**src/rtl/fifo_level_mem.sv**
```systemverilog
// Storage for fifo_level: DEPTH x DATA_WIDTH, synchronous write, asynchronous read.
// Kept separate so a block-RAM-friendly variant can replace it without touching control.
module fifo_level_mem #(
  parameter int DATA_WIDTH = 8,
  parameter int ADDR_SIZE  = 4
) (
  input  logic                  clk,
  input  logic                  we,
  input  logic [ADDR_SIZE-1:0]  waddr,
  input  logic [DATA_WIDTH-1:0] wdata,
  input  logic [ADDR_SIZE-1:0]  raddr,
  output logic [DATA_WIDTH-1:0] rdata
);
  localparam int DEPTH = 2 ** ADDR_SIZE;

  logic [DATA_WIDTH-1:0] mem_q [DEPTH];

  // Contents are intentionally not reset.
  always_ff @(posedge clk) begin
    if (we) mem_q[waddr] <= wdata;
  end

  assign rdata = mem_q[raddr];
endmodule

```
**src/rtl/fifo_level.sv**
```systemverilog
// Parametrised FWFT synchronous FIFO with occupancy count and almost flags.
// Define FIFO_ERR_FLAGS_EN to add sticky overflow/underflow outputs.
module fifo_level #(
  parameter int DATA_WIDTH = 8,
  parameter int ADDR_SIZE  = 4,
  parameter int AF_THRESH  = 12,
  parameter int AE_THRESH  = 4
) (
  input  logic                  clk,
  input  logic                  reset,
  input  logic                  write_en,
  input  logic [DATA_WIDTH-1:0] write_data,
  input  logic                  read_en,
  output logic [DATA_WIDTH-1:0] read_data,
  output logic                  empty,
  output logic                  full,
  output logic                  almost_empty,
  output logic                  almost_full,
`ifdef FIFO_ERR_FLAGS_EN
  output logic                  overflow,
  output logic                  underflow,
`endif
  output logic [ADDR_SIZE:0]    count
);
  localparam int             PW     = ADDR_SIZE + 1;
  localparam logic [PW-1:0]  AF_LVL = PW'(AF_THRESH);
  localparam logic [PW-1:0]  AE_LVL = PW'(AE_THRESH);

  logic [PW-1:0] wr_ptr_q, wr_ptr_d;
  logic [PW-1:0] rd_ptr_q, rd_ptr_d;
  logic [PW-1:0] count_q,  count_d;
  logic          push, pop;

  // Flags depend only on registered state, never on the enables.
  assign empty        = (wr_ptr_q == rd_ptr_q);
  assign full         = (wr_ptr_q[ADDR_SIZE-1:0] == rd_ptr_q[ADDR_SIZE-1:0]) &&
                        (wr_ptr_q[ADDR_SIZE] != rd_ptr_q[ADDR_SIZE]);
  assign almost_empty = (count_q <= AE_LVL);
  assign almost_full  = (count_q >= AF_LVL);
  assign count        = count_q;

  // A full FIFO still accepts a push when the head leaves on the same edge.
  assign push = write_en && (!full || read_en);
  assign pop  = read_en && !empty;

  always_comb begin
    wr_ptr_d = wr_ptr_q;
    rd_ptr_d = rd_ptr_q;
    count_d  = count_q;
    if (push) wr_ptr_d = wr_ptr_q + PW'(1);
    if (pop)  rd_ptr_d = rd_ptr_q + PW'(1);
    if (push && !pop)      count_d = count_q + PW'(1);
    else if (pop && !push) count_d = count_q - PW'(1);
  end

  always_ff @(posedge clk) begin
    if (!reset) begin
      wr_ptr_q <= '0;
      rd_ptr_q <= '0;
      count_q  <= '0;
    end else begin
      wr_ptr_q <= wr_ptr_d;
      rd_ptr_q <= rd_ptr_d;
      count_q  <= count_d;
    end
  end

`ifdef FIFO_ERR_FLAGS_EN
  logic overflow_q, overflow_d;
  logic underflow_q, underflow_d;

  always_comb begin
    overflow_d  = overflow_q  | (write_en && full && !read_en);
    underflow_d = underflow_q | (read_en && empty);
  end

  always_ff @(posedge clk) begin
    if (!reset) begin
      overflow_q  <= 1'b0;
      underflow_q <= 1'b0;
    end else begin
      overflow_q  <= overflow_d;
      underflow_q <= underflow_d;
    end
  end

  assign overflow  = overflow_q;
  assign underflow = underflow_q;
`endif

  fifo_level_mem #(
    .DATA_WIDTH (DATA_WIDTH),
    .ADDR_SIZE  (ADDR_SIZE)
  ) u_mem (
    .clk   (clk),
    .we    (push),
    .waddr (wr_ptr_q[ADDR_SIZE-1:0]),
    .wdata (write_data),
    .raddr (rd_ptr_q[ADDR_SIZE-1:0]),
    .rdata (read_data)
  );
endmodule

```
**config.mk**
```make
export PLATFORM = sky130hd
export DESIGN_NAME = fifo_level
export DESIGN_NICKNAME = d
export VERILOG_FILES = /design/src/rtl/fifo_level_mem.sv /design/src/rtl/fifo_level.sv
export SDC_FILE = /design/constraint.sdc
export NUM_CORES = 1
export LEC_CHECK = 0
export CAP_MARGIN = 25
export CORE_MARGIN = 2
export CORE_UTILIZATION = 40
export DETAILED_ROUTE_END_ITERATION = 10
export PLACE_DENSITY_LB_ADDON = 0.1
export SYNTH_ARGS = -nofsm -noshare
export SYNTH_HDL_FRONTEND = slang
export SYNTH_SLANG_ARGS = --single-unit
```
**constraint.sdc**
```tcl
create_clock -name clk -period 3.4 [get_ports clk]
set_clock_uncertainty 0.2 [all_clocks]
set_input_delay 0.68 -clock clk [delete_from_list [all_inputs] [get_ports clk]]
set_output_delay 0.68 -clock clk [all_outputs]
set_load 0.02 [all_outputs]
```
* After elaboration in Yosys (flattened, before gate mapping)
Memory sizes are Yosys's and may differ from the RTL's. A register that Yosys moved wholly into a read port is not among the register bits.
Cells that the tools add are included.
** Cells by class
- Add/subtract/negate cells :: 4
- $lt $le $gt $ge :: 2
- Equal/unequal tests :: 3
- Muxes and demuxes :: 6
- Reductions and logical operators :: 11
** Operators by type and width (number)
- 5-bit by 1-bit adder with 5-bit output (second input constant) :: 3
- 5-bit two-way mux :: 2
- 4-bit two-way mux :: 2
- 5-bit equality test :: 1
- 5-bit by 4-bit >= comparator with 1-bit output (second input constant) :: 1
- 5-bit by 3-bit <= comparator with 1-bit output (second input constant) :: 1
- 1-bit logical AND :: 5
- 5-bit by 1-bit subtractor with 5-bit output (second input constant) :: 1
- 4-bit equality test :: 1
- 1-bit zero test :: 4
- 1-bit two-way mux :: 2
- 2-bit nonzero test :: 1
- 1-bit logical OR :: 1
- 1-bit inequality test :: 1
** Storage, ports and cells
- Flip-flop bits (word level) :: 15
- RAM bits :: 128
- Output and inout port bits :: 17
- Memories :: 1
** Memory list
- u_mem.mem_q :: words 16, width 8, read ports 1, clocked after memory_dff 1, wr ports 1, line fifo_level_mem.sv:16 : logic [DATA_WIDTH-1:0] mem_q [DEPTH];

* Depth between registers and ports, before layout
- Word-level depth :: 9
- Depth in mapped cells :: 13
- Mapped depth without buffers :: 11

* Cells and area by module
A second synthesis with hierarchy kept.
** Second synthesis, totals
- Cell total of the unflattened synthesis :: 314
- Area total of the unflattened synthesis :: 5859.4 sq um
** Modules (own cells, without submodules)
- fifo_level_mem :: times used 1, cells an instance 221, area each 4987.3 sq um
- fifo_level :: times used 1, cells an instance 93, area each 872.1 sq um

* Worst setup path before layout
Ideal clock, no wire load.
- Path type :: reg-to-reg
- Start point :: reg wr_ptr_q[2]
- End point :: reg count_q[4] (netlist: count[4])
- Setup time :: 72 ps
- Data arrival time :: 2644 ps
- Path slack :: 485 ps
- Cell stages (with the launch flop) :: 13
- Buffers on the path :: 2
- Clock period less this slack :: 2915 ps
- Cells stage by stage :: dfxtp_1 > buf_6 > xnor2_2 > nand4_4 > o31a_1 > buf_2 > ha_1 > inv_1 > ha_1 > a21o_1 > a21oi_1 > mux2i_1 > mux2i_1
** Between the ends
- Longest elaborated chain between the ends :: 8
- Elaborated cells on any way between the ends :: 14
** Ends and longest elaborated chain
- start, declared :: line fifo_level.sv:29 : logic [PW-1:0] wr_ptr_q, wr_ptr_d;
- start signal, assigned :: line fifo_level.sv:62 : wr_ptr_q <= wr_ptr_d;
- 4-bit equality test (*) :: line fifo_level.sv:36 : assign full = (wr_ptr_q[ADDR_SIZE-1:0] == rd_ptr_q[ADDR_SIZE-1:0]) &&
- 1-bit logical AND (*) :: line fifo_level.sv:36
- 1-bit zero test (*) :: line fifo_level.sv:43 : assign push = write_en && (!full || read_en);
- 1-bit logical OR (*) :: line fifo_level.sv:43
- 1-bit logical AND (*) :: line fifo_level.sv:43
- net push :: line fifo_level.sv:32 : logic push, pop;
- 1-bit zero test :: line fifo_level.sv:53 : else if (pop && !push) count_d = count_q - PW'(1);
- 1-bit logical AND :: line fifo_level.sv:53
- 2-bit nonzero test (no line)
- end signal, assigned :: line fifo_level.sv:64 : count_q <= count_d;
- end, declared :: line fifo_level.sv:31 : logic [PW-1:0] count_q, count_d;
The timed path passes the listed nets; every way through them passes the cells marked *.
A chain may end at the register's enable or synchronous reset.

==> parameters.txt <==
Parameter                              Value

Outcome
  Outcome    finished clean

Placement
  Area of placed instances    0.00667 mm^2
  Placer Congestion    0.738
  Worst setup slack after placement    274 ps
  Number of buffer cells added on primary ports    28
  DP Wirelength    8.08 mm

Drt
  Number of design rule violations left after detail routing    0
  Routed Wire Length    12.9 mm
  1st-pass router iterations    6
  Average vias per placed instance    5.31
  DR iter-0 viols    203
  Wire length per cell after detailed routing    23.1 um
  Number of nets with antenna violations after routing    0
  Overall via count from detail_route    2964

Timing
  Post-route clock period utilization    0.972
  Max-slew violations    0
  Pin slew with the least headroom to its limit    684 ps
  Time the final worst path needs with I/O delays and setup    3310 ps
  Max transition margin    0.544
  Maximum clock rate    302 MHz
  Final setup margin    93.5 ps
  Setup violators final    0
  Count of final hold-check violations    0
  Total Neg Setup Slack    0 ps
  RSZ-0062 raised after global routing    false
  Fin Hold WS    319 ps

Die
  Std-Cell Core Area    0.0151 mm^2
  Die boundary width    128 um
  Chip Height    128 um
  Die Outline Area    0.0163 mm^2
  Starting utilization of the core area    0.406
  Number of placement rows    45
  Number of primary I/O pins    29

Cells and area
  Post-route standard cell area excluding fillers    0.00721 mm^2
  Growth of design area from synthesis to finish    17.7%
  Number of inserted diodes    0
  Top library cells by usage in the layout, fill and taps aside    128 x edfxtp_1, 21 x mux4_1, 20 x clkdlybuf4s50_1, 19 x mux4_2, 18 x dfxtp_1
  Most common library cell in the layout ignoring fill and taps    edfxtp_1
  Share of cells above drive strength 1    0.178
  Net count of the finished layout    380

Synthesis
  Total standard cell area after synthesis    0.00613 mm^2
  Yosys warning total    0
  Total nets after synthesis    333
  Compound-Gate Fraction of Synth Area    0.0202
  Mapped Cells    310
  Yosys reg bits    147
  Sequential element share of the synthesized area    0.690
  Unique cell type count in the Yosys netlist    37
  Post-Synth XOR/XNOR Area    0.0239
  Post-Synth Adder-Cell Area    0.0237
  Avg Cell Area, Syn    19.8 um^2
  Multiplexer fraction of the synthesized cell area    0.166
  Fraction of the mapped netlist area in simple logic gates    0.0523
  Dominant combinational cell family by area after synthesis    multiplexers

Global routing
  Global router's overall resource usage    0.169
  Pin count of the biggest net entering global routing    33
  Met2 Usage GRT    0.276
  Global-route layer with the greatest usage    met2
  Met1 routing resource usage after global routing    0.219
  Wire length of the first global-routing pass    19.3 mm
  Antenna violations before repair    0
  Vias in the first global route    3067
  GR Overflow Total    0
  GR Layer Usage met3    0.0497

Clocking
  Clock tree from TritonCTS    built
  Cell at the root of the clock tree    clkbuf_16
  Insertion delay of the later-clocked pin in the worst-skew pair    420 ps
  Number of clock sinks seen by CTS    147
  Clock transition at path regs    60 ps
  Total of hold buffers inserted after clock tree synthesis    0
  CTS resizes    8
  Setup Fix Bufs, Post-CTS    0
  Number of buffers between clock root and the deepest sink    2
  H-tree depth    4
  Number of CTS-inserted buffers    17

Power and ir drop
  P_leak    0.00244 uW
  Maximum VDD drop    0.336 mV
  Power density cells    651 mW/mm^2
  Final Power    4700 uW

Setup path
  Worst setup path category    flop to primary output
  Capture point of the worst reg-to-reg path    count[4]$_SDFFE_PN0P_
  Startpoint Class    flop
  R2R cell count    10
  Data arrival, critical path    2430 ps
  Type of element capturing the critical path    primary output
  Capture point of the worst path    read_data[1]
  Worst flop-to-flop path startpoint    wr_ptr_q[2]$_SDFFE_PN0P_
  Largest driver fanout on the critical path    15
  Worst EP required    2520 ps
  Register-to-Register Setup Slack    430 ps

Job
  Number of max-cap violations    0

Hold path
  Path class of the lowest-slack min-delay path    flop to flop
power breakdown:
part / total, uW / switching, uW / internal [uW]
clock: 1740 / 689 / 1050
combinational: 865 / 418 / 447
sequential: 2090 / 66.2 / 2020
layout make-up:
type                    count  area [um^2]
well taps                 188          235
clock buffers              17          425
flip-flops and latches    147         4230
fillers                  1293         7880
repair buffers             43          423
clock inverters            15          123
multi-input cells         142         1760
inverters                   6         22.5
per-layer routing:
metal  share of wire  routed length (um)
met1            0.44                5710
met2            0.50                6380
met3           0.047                 611
met4           0.014                 178
met5               0                   0
worst min-delay path by stage:
stage	slack [ps]	from	cells past startpoint	to
CTS	330	count[4]$_SDFFE_PN0P_	2	count[4]$_SDFFE_PN0P_
global route	360	count[4]$_SDFFE_PN0P_	2	count[4]$_SDFFE_PN0P_
floorplan	280	wr_ptr_q[4]$_SDFFE_PN0P_	2	wr_ptr_q[4]$_SDFFE_PN0P_
global placement	300	count[4]$_SDFFE_PN0P_	2	count[4]$_SDFFE_PN0P_
finish	320	count[4]$_SDFFE_PN0P_	2	count[4]$_SDFFE_PN0P_
detailed placement	320	count[4]$_SDFFE_PN0P_	2	count[4]$_SDFFE_PN0P_
synthesized netlist by cell type:
master    number  area share
buf_8          1      0.0025
o21ai_0        4      0.0033
nand4_4        1      0.0035
and3_1        14       0.014
buf_12         2      0.0065
nor2b_1        3      0.0031
o21a_1         1      0.0012
clkbuf_1       4      0.0025
nand2_1       10      0.0061
and2_1        12       0.012
o211ai_1       3      0.0037
xnor2_2        2      0.0053
o31a_1         1      0.0014
o21ai_1        1     0.00082
xnor2_1       11       0.016
o311ai_4       1      0.0043
ha_1          10       0.020
nand4_1        1      0.0010
inv_1          6      0.0037
nand3_1        3      0.0025
nor3_1         2      0.0016
fa_1           1      0.0033
nand2b_1       3      0.0031
mux2i_1        4      0.0065
mux4_1        21       0.090
dfxtp_1       19       0.062
o21ai_2        1      0.0014
xor2_1         2      0.0029
mux4_2        19       0.070
nor2_1         6      0.0037
a21oi_1        2      0.0016
buf_2          1     0.00082
nor3b_1        1      0.0012
buf_6          3      0.0055
a21o_1         2      0.0025
buf_1          4      0.0025
edfxtp_1     128        0.63
sequential cells by signal (all words and copies together), names as in the netlist, named ones only:
name,flops
u_mem.mem_q,128
rd_ptr_q,5
wr_ptr_q,5
count,5
critical path: stages, from the launching register on:
cell and delay, ps:
dfxtp_2 400, buf_12 190, mux4_1 590, mux4_2 490
dlygate4sd2_1 340
logic make-up (layout without fill, tap and decap cells):
logic type               Yosys count  after routing
AO/OA/AOI/OAI                     16             16
XOR/XNOR                          15             15
adder cells (fa/ha/maj)           11             11
buffers and inverters             21             81
flip-flops                       147            147
multiplexers                      44             44
AND/OR/NAND/NOR                   56             56
metrics by stage:
step	util	instances
after floorplan	-	310
after global placement	0.442	526
after detailed placement	0.442	526
after CTS	0.478	558
after global routing	0.478	558
final	0.478	558
Note: power is estimated with default switching activity, not from simulation.
